### src/rtl/interrupt_controller_pkg.sv
// Shared types and constants for the interrupt controller.
// Optional round-robin arbitration is selected with IRQ_ROTATE_PRIORITY_EN.
package interrupt_controller_pkg;

  localparam int unsigned CauseW       = 4;
  localparam logic [31:0] DefNmiVec    = 32'h0000_0100;
  localparam logic [31:0] DefVecBase   = 32'h0000_0180;
  localparam int unsigned DefVecStride = 8;

  localparam logic InaMaskable = 1'b1;
  localparam logic InaNmi      = 1'b0;

  typedef enum logic [2:0] {
    StIdle,
    StReq,
    StSvcInt,
    StSvcNmi,
    StSvcNmiNest
  } state_e;

  function automatic logic [31:0] irq_vector(input logic [31:0] base, input logic [31:0] stride,
                                             input logic [CauseW-1:0] idx);
    return base + stride * 32'(idx);
  endfunction

endpackage

### src/rtl/irq_arbiter.sv
// Combinational maskable-line arbiter: one-hot grant plus index.
// Fixed lowest-index priority, or round-robin when IRQ_ROTATE_PRIORITY_EN is defined.
module irq_arbiter
  import interrupt_controller_pkg::*;
#(
  parameter int unsigned NUM_IRQ = 4
) (
  input  logic [NUM_IRQ-1:0] i_req,
`ifdef IRQ_ROTATE_PRIORITY_EN
  input  logic [CauseW-1:0]  i_last,
`endif
  output logic [NUM_IRQ-1:0] o_grant,
  output logic [CauseW-1:0]  o_idx,
  output logic               o_valid
);

`ifdef IRQ_ROTATE_PRIORITY_EN
  // Pick the requester with the smallest circular distance after the last grant.
  always_comb begin
    int best;
    o_grant = '0;
    o_idx   = '0;
    best    = int'(NUM_IRQ);
    for (int i = 0; i < int'(NUM_IRQ); i++) begin
      int dist;
      dist = (i + 2 * int'(NUM_IRQ) - 1 - int'(i_last)) % int'(NUM_IRQ);
      if (i_req[i] && dist < best) begin
        best       = dist;
        o_grant    = '0;
        o_grant[i] = 1'b1;
        o_idx      = CauseW'(i);
      end
    end
    o_valid = (best < int'(NUM_IRQ));
  end
`else
  always_comb begin
    o_grant = '0;
    o_idx   = '0;
    o_valid = 1'b0;
    for (int i = 0; i < int'(NUM_IRQ); i++) begin
      if (i_req[i] && !o_valid) begin
        o_valid    = 1'b1;
        o_grant[i] = 1'b1;
        o_idx      = CauseW'(i);
      end
    end
  end
`endif

endmodule

### src/rtl/interrupt_controller.sv
// Edge-latching interrupt controller with NMI, one level of NMI nesting over a maskable handler.
// Define IRQ_ROTATE_PRIORITY_EN for round-robin maskable arbitration.
module interrupt_controller
  import interrupt_controller_pkg::*;
#(
  parameter int unsigned NUM_IRQ    = 4,
  parameter logic [31:0] NMI_VEC    = DefNmiVec,
  parameter logic [31:0] VEC_BASE   = DefVecBase,
  parameter int unsigned VEC_STRIDE = DefVecStride
) (
  input  logic               Clk,
  input  logic               Reset,
  input  logic [NUM_IRQ-1:0] IrqIn,
  input  logic               NMI,
  input  logic               INTD,
  input  logic               MaskWe,
  input  logic [NUM_IRQ-1:0] MaskData,
  input  logic               Boundary,
  input  logic               Ack,
  input  logic               Eret,
  output logic               IntReq,
  output logic               INA,
  output logic [31:0]        IntVector,
  output logic [3:0]         IntCause,
  output logic               InService,
  output logic [NUM_IRQ-1:0] Pending
);

  state_e              r_state, w_state_d;
  logic [NUM_IRQ-1:0]  r_pend, r_prev, r_mask;
  logic                r_nmi_pend, r_nmi_prev;
  logic                r_int_req, r_ina, r_in_svc;
  logic [31:0]         r_vec;
  logic [CauseW-1:0]   r_cause, r_saved_cause;

  logic [NUM_IRQ-1:0]  w_irq_elig, w_grant, w_clr_irq;
  logic [CauseW-1:0]   w_idx, w_saved_cause_d;
  logic                w_irq_valid, w_nmi_elig, w_any, w_take, w_clr_nmi;
  logic                w_int_req_d, w_ina_d, w_in_svc_d;
  logic [31:0]         w_vec_d;
  logic [CauseW-1:0]   w_cause_d;

`ifdef IRQ_ROTATE_PRIORITY_EN
  logic [CauseW-1:0]   r_last;
`endif

  always_comb begin
    w_irq_elig = '0;
    if ((r_state == StIdle || r_state == StReq) && !INTD) w_irq_elig = r_pend & r_mask;
  end

  assign w_nmi_elig = r_nmi_pend & (r_state inside {StIdle, StReq, StSvcInt});
  assign w_any      = w_nmi_elig | w_irq_valid;
  // Eret wins over a coincident Ack.
  assign w_take     = Ack & Boundary & ~Eret & r_int_req;

  irq_arbiter #(
    .NUM_IRQ(NUM_IRQ)
  ) u_arb (
    .i_req  (w_irq_elig),
`ifdef IRQ_ROTATE_PRIORITY_EN
    .i_last (r_last),
`endif
    .o_grant(w_grant),
    .o_idx  (w_idx),
    .o_valid(w_irq_valid)
  );

  always_comb begin
    w_state_d       = r_state;
    w_clr_irq       = '0;
    w_clr_nmi       = 1'b0;
    w_saved_cause_d = r_saved_cause;
    case (r_state)
      StIdle: if (w_any) w_state_d = StReq;
      StReq: begin
        if (!w_any) begin
          w_state_d = StIdle;
        end else if (w_take) begin
          if (w_nmi_elig) begin
            w_clr_nmi = 1'b1;
            w_state_d = StSvcNmi;
          end else begin
            w_clr_irq       = w_grant;
            w_saved_cause_d = w_idx;
            w_state_d       = StSvcInt;
          end
        end
      end
      StSvcInt: begin
        if (Eret) begin
          w_state_d = StIdle;
        end else if (w_take) begin
          w_clr_nmi = 1'b1;
          w_state_d = StSvcNmiNest;
        end
      end
      StSvcNmi:     if (Eret) w_state_d = StIdle;
      StSvcNmiNest: if (Eret) w_state_d = StSvcInt;
      default:      w_state_d = StIdle;
    endcase
  end

  // Outputs are registered from the next state so they line up with the state change.
  always_comb begin
    w_int_req_d = 1'b0;
    w_ina_d     = InaNmi;
    w_vec_d     = '0;
    w_cause_d   = '0;
    w_in_svc_d  = 1'b0;
    case (w_state_d)
      StReq: begin
        w_int_req_d = 1'b1;
        if (w_nmi_elig) begin
          w_vec_d = NMI_VEC;
        end else begin
          w_ina_d   = InaMaskable;
          w_vec_d   = irq_vector(VEC_BASE, 32'(VEC_STRIDE), w_idx);
          w_cause_d = w_idx;
        end
      end
      StSvcInt: begin
        w_in_svc_d = 1'b1;
        if (r_nmi_pend) begin
          w_int_req_d = 1'b1;
          w_vec_d     = NMI_VEC;
        end else begin
          w_ina_d   = InaMaskable;
          w_vec_d   = irq_vector(VEC_BASE, 32'(VEC_STRIDE), w_saved_cause_d);
          w_cause_d = w_saved_cause_d;
        end
      end
      StSvcNmi, StSvcNmiNest: begin
        w_in_svc_d = 1'b1;
        w_vec_d    = NMI_VEC;
      end
      default: ;
    endcase
  end

  always_ff @(posedge Clk) begin
    if (Reset) begin
      r_state       <= StIdle;
      r_pend        <= '0;
      r_prev        <= '0;
      r_mask        <= '1;
      r_nmi_pend    <= 1'b0;
      r_nmi_prev    <= 1'b0;
      r_int_req     <= 1'b0;
      r_ina         <= 1'b0;
      r_vec         <= '0;
      r_cause       <= '0;
      r_in_svc      <= 1'b0;
      r_saved_cause <= '0;
    end else begin
      r_state       <= w_state_d;
      // A new edge beats a clear in the same cycle.
      r_pend        <= (r_pend & ~w_clr_irq) | (IrqIn & ~r_prev);
      r_prev        <= IrqIn;
      r_nmi_pend    <= (r_nmi_pend & ~w_clr_nmi) | (NMI & ~r_nmi_prev);
      r_nmi_prev    <= NMI;
      r_mask        <= MaskWe ? MaskData : r_mask;
      r_int_req     <= w_int_req_d;
      r_ina         <= w_ina_d;
      r_vec         <= w_vec_d;
      r_cause       <= w_cause_d;
      r_in_svc      <= w_in_svc_d;
      r_saved_cause <= w_saved_cause_d;
    end
  end

`ifdef IRQ_ROTATE_PRIORITY_EN
  always_ff @(posedge Clk) begin
    if (Reset) begin
      r_last <= CauseW'(NUM_IRQ - 1);
    end else if (r_state == StReq && w_state_d == StSvcInt) begin
      r_last <= w_idx;
    end
  end
`endif

  assign IntReq    = r_int_req;
  assign INA       = r_ina;
  assign IntVector = r_vec;
  assign IntCause  = r_cause;
  assign InService = r_in_svc;
  assign Pending   = r_pend;

endmodule

### config.mk
export PLATFORM = sky130hd
export DESIGN_NAME = interrupt_controller
export DESIGN_NICKNAME = d
export VERILOG_FILES = /design/src/rtl/interrupt_controller_pkg.sv /design/src/rtl/irq_arbiter.sv /design/src/rtl/interrupt_controller.sv
export SDC_FILE = /design/constraint.sdc
export NUM_CORES = 1
export LEC_CHECK = 0
export ABC_AREA = 0
export BUFFER_PORTS_ARGS = -buffer_cell sky130_fd_sc_hd__buf_2
export CAP_MARGIN = 10
export CORE_ASPECT_RATIO = 0.75
export CORE_MARGIN = 2
export CORE_UTILIZATION = 45
export DETAILED_ROUTE_END_ITERATION = 7
export GPL_TIMING_DRIVEN = 0
export PLACE_DENSITY = 0.85
export SLEW_MARGIN = 20
export SYNTH_ARGS = -nofsm -noshare
export SYNTH_HDL_FRONTEND = slang
export SYNTH_HIERARCHICAL = 1
export SYNTH_SLANG_ARGS = --single-unit
### constraint.sdc
create_clock -name Clk -period 4 [get_ports Clk]
set_clock_uncertainty 0.15 [all_clocks]
set_input_delay 1 -clock Clk [delete_from_list [all_inputs] [get_ports Clk]]
set_output_delay 1 -clock Clk [all_outputs]
set_load 0.02 [all_outputs]
==> impl_metrics.ini <==
[cts]
cts.clk_slew.worst_paths_ns = 0.06
cts_tree = done
clock_path_buffers = 2
cts_buffers = 5
hold_buffers = 0
cts-htree-levels = 2
cts_setup_buffers = 0
cts-root-buf = clkbuf_8
clock_sinks = 34
post_cts_resized = 0
insertion_delay_ns = 0.28

[cells_and_area]
stdcell_area_um2 = 2016
fillers = 320
fin_cells = 287
nNetsFinal = 264
diodes = 0
drive_above_1_share_pct = 31.58
area_delta_synth_final_pct = 24.02

[grt]
gr-usage-met2_pct = 25.10
grt_use_total_pct = 15.55
grt_pass1_vias = 1147
grt_util_met1_pct = 19.40
grt-busiest-layer = met2
grt.overflow.total = 0
grt_util_met3_pct = 4.891
antenna_found_initial = 0
grt_max_degree = 11
grt_pass1_wl_um = 4912

[worst_setup_path]
path_class = in -> reg
critPathMaxFanout = 6
cp.arrival_ns = 2.95
end_kind = flop
worstSetupStartpointType = primary input
crit_required_ns = 4.01

[timing]
setup_viol = 0
max_slew_margin_pct = 60.34
rsz0062_at_grt = no
final-hold-violation-count = 0
tightest_slew_ns = 0.5936
max_freq_mhz = 340.8
period_share_pct = 73.35
setup_tns_ns = 0
finalCriticalPeriod_ns = 2.934
drv_slew = 0

[logic_synthesis]
seq_area_frac_synth_pct = 41.88
synth_cell_types = 35
avgSynthCellArea_um2 = 8.881
synth_warnings = 6
ys_seq_elements = 34
syn_inst = 183
synth_area_um2 = 1625

[route]
drt_iter0_drc = 54
routed_via_density = 4.676
ant_nets = 0
remaining_drc_errors = 0
vias = 1342
dr.pass1.iters = 5
routedWlPerCell_um = 10.78
wl_um = 3093

[pwr]
pwr_density_cell_nw_per_um2 = 372.0
power_frac_seq_pct = 48.6
combPwrFrac_pct = 18.9
internal-power_uw = 546.5
p_clk_share_pct = 32.5
p_leak_uw = 0.0009582
p_sw_uw = 203.3
ir_drop_v = 0.0002100
switching_share_pct = 27.12

[floorplan]
io_pins = 59
die_w_um = 73.40
placement_rows = 18
core-area_um2 = 3378
dieArea_um2 = 4113
die_h_um = 56.05
start_util_pct = 48.11

[placed_design]
io_buffers = 32
placement.cell_area_um2 = 1933
dp_cells = 281
gp_congestion = 0.8819
dpl.hpwl_um = 2347

[run_status]
outcome = completed

[run]
drv_cap = 0

[min_path]
min_path_type = reg -> reg
==> final timing paths <==
kind | endpoint | slack, ns | start | depth (start not counted)
max | IntCause[3]$_SDFF_PP0_ | 1.07 | INTD | 9
min | r_saved_cause[1]$_SDFF_PP0_ | 0.31 | r_saved_cause[1]$_SDFF_PP0_ | 2
max reg2reg | IntCause[3]$_SDFF_PP0_ | 1.19 | r_state[2]$_SDFF_PP0_ | 10
min reg2reg | r_saved_cause[1]$_SDFF_PP0_ | 0.31 | r_saved_cause[1]$_SDFF_PP0_ | 2
==> per-stage QoR <==
stage                     setup WS (ns)  utilization, %  power (uW)  hold slack, ns
final                             1.066           59.67       749.9          0.3088
after global routing             0.8421           59.67       783.6          0.3430
after CTS                         1.088           59.67       752.1          0.3064
after detailed placement         0.8014           57.22       511.9          0.2993
after global placement           0.8536           57.22       510.8          0.2902
after floorplan                   1.199               -       480.8          0.2821
==> cells in the final DEF (no fill, tap or decap), types with 2 or more instances in the layout <==
cell / instances
dfxtp_1: 34
buf_2: 32
buf_4: 29
conb_1: 28
nor2_1: 25
a21oi_1: 15
nor2b_1: 14
nand3_1: 10
clkbuf_8: 9
nand2_1: 7
and3_1: 5
nor3_1: 5
a211o_1: 4
a32oi_1: 4
clkbuf_1: 3
inv_1: 2
nand4b_1: 2
==> cells in the mapped netlist <==
| cell type | instances | area (um2) |
|---|---|---|
| clkbuf_2 | 1 | 5.000 |
| clkbuf_1 | 3 | 11.26 |
| or4_1 | 1 | 7.510 |
| clkbuf_8 | 3 | 41.29 |
| o21ai_0 | 1 | 5.000 |
| nand2b_4 | 1 | 13.76 |
| and2_1 | 1 | 6.260 |
| mux2_2 | 1 | 11.26 |
| o21bai_4 | 1 | 18.77 |
| and4bb_2 | 1 | 12.51 |
| xor2_1 | 1 | 8.760 |
| nor3_1 | 5 | 25.02 |
| nand2b_1 | 1 | 6.260 |
| nor4_1 | 1 | 6.260 |
| and3_1 | 5 | 31.28 |
| a31oi_1 | 1 | 6.260 |
| conb_1 | 2 | 7.510 |
| or4_4 | 1 | 11.26 |
| or2_0 | 1 | 6.260 |
| nand4_1 | 1 | 6.260 |
| nand2_1 | 7 | 26.28 |
| inv_1 | 2 | 7.510 |
| a32oi_4 | 1 | 27.53 |
| or3_2 | 1 | 7.510 |
| a211o_1 | 4 | 35.03 |
| nand4b_1 | 2 | 17.52 |
| dfxtp_1 | 34 | 680.7 |
| a32oi_1 | 4 | 35.03 |
| o31a_1 | 1 | 8.760 |
| nor3b_1 | 1 | 7.510 |
| nor2_1 | 25 | 93.84 |
| nor2b_1 | 14 | 87.58 |
| buf_4 | 29 | 217.7 |
| nand3_1 | 10 | 50.05 |
| a21oi_1 | 15 | 75.07 |
==> logic make-up after synthesis <==
| group | after synthesis | synth area share, % |
|---|---|---|
| flops | 34 | 41.88 |
| other cells | 2 | 0.4621 |
| xor+xnor | 1 | 0.5390 |
| mux | 1 | 0.6928 |
| compound gates | 28 | 13.01 |
| simple gates | 79 | 26.02 |
| buf+inv | 38 | 17.40 |
==> layout make-up <==
| class | count | area [um2] | area share (%) |
|---|---|---|---|
| Timing Repair Buffer | 32 | 160.2 | 7.945 |
| Sequential cell | 34 | 680.7 | 33.77 |
| Buffer | 36 | 275.3 | 13.66 |
| Tap cell | 40 | 50.05 | 2.483 |
| Multi-Input combinational cell | 137 | 759.5 | 37.68 |
| Inverter | 2 | 7.507 | 0.3724 |
| Clock buffer | 6 | 82.58 | 4.097 |
==> routing by layer <==
layer	share of wire [%]	wire [um]	vias up
met2	48	1488	34
met3	5.5	169	7
met1	45	1390	602
met4	1.4	44	0
met5	0	0	-
li1	-	-	699
==> flip-flops by register name, indices dropped and copies added, names as in the netlist <==
register       flops
r_nmi_pend         1
r_mask             4
r_nmi_prev         1
InService          1
r_prev             4
IntCause           4
Pending            4
INA                1
IntVector          6
r_saved_cause      4
r_state            3
IntReq             1
==> power groups by stage <==
stage / clock network, uW / logic, uW / registers [uW]
floorplan: 0 / 98.5 / 382
global placement: 0 / 139 / 372
detailed placement: 0 / 140 / 372
CTS: 247 / 141 / 365
global route: 262 / 155 / 366
finish: 243 / 142 / 365
==> critical path: stages <==
cell and delay (ns):
buf_2 0.10, nor2_1 0.19, and3_1 0.31, nor2_1 0.07
nand2_1 0.11, nor3b_1 0.52, a21oi_1 0.25, a32oi_1 0.32
nor2_1 0.06
(Power assumes the default switching activity.)
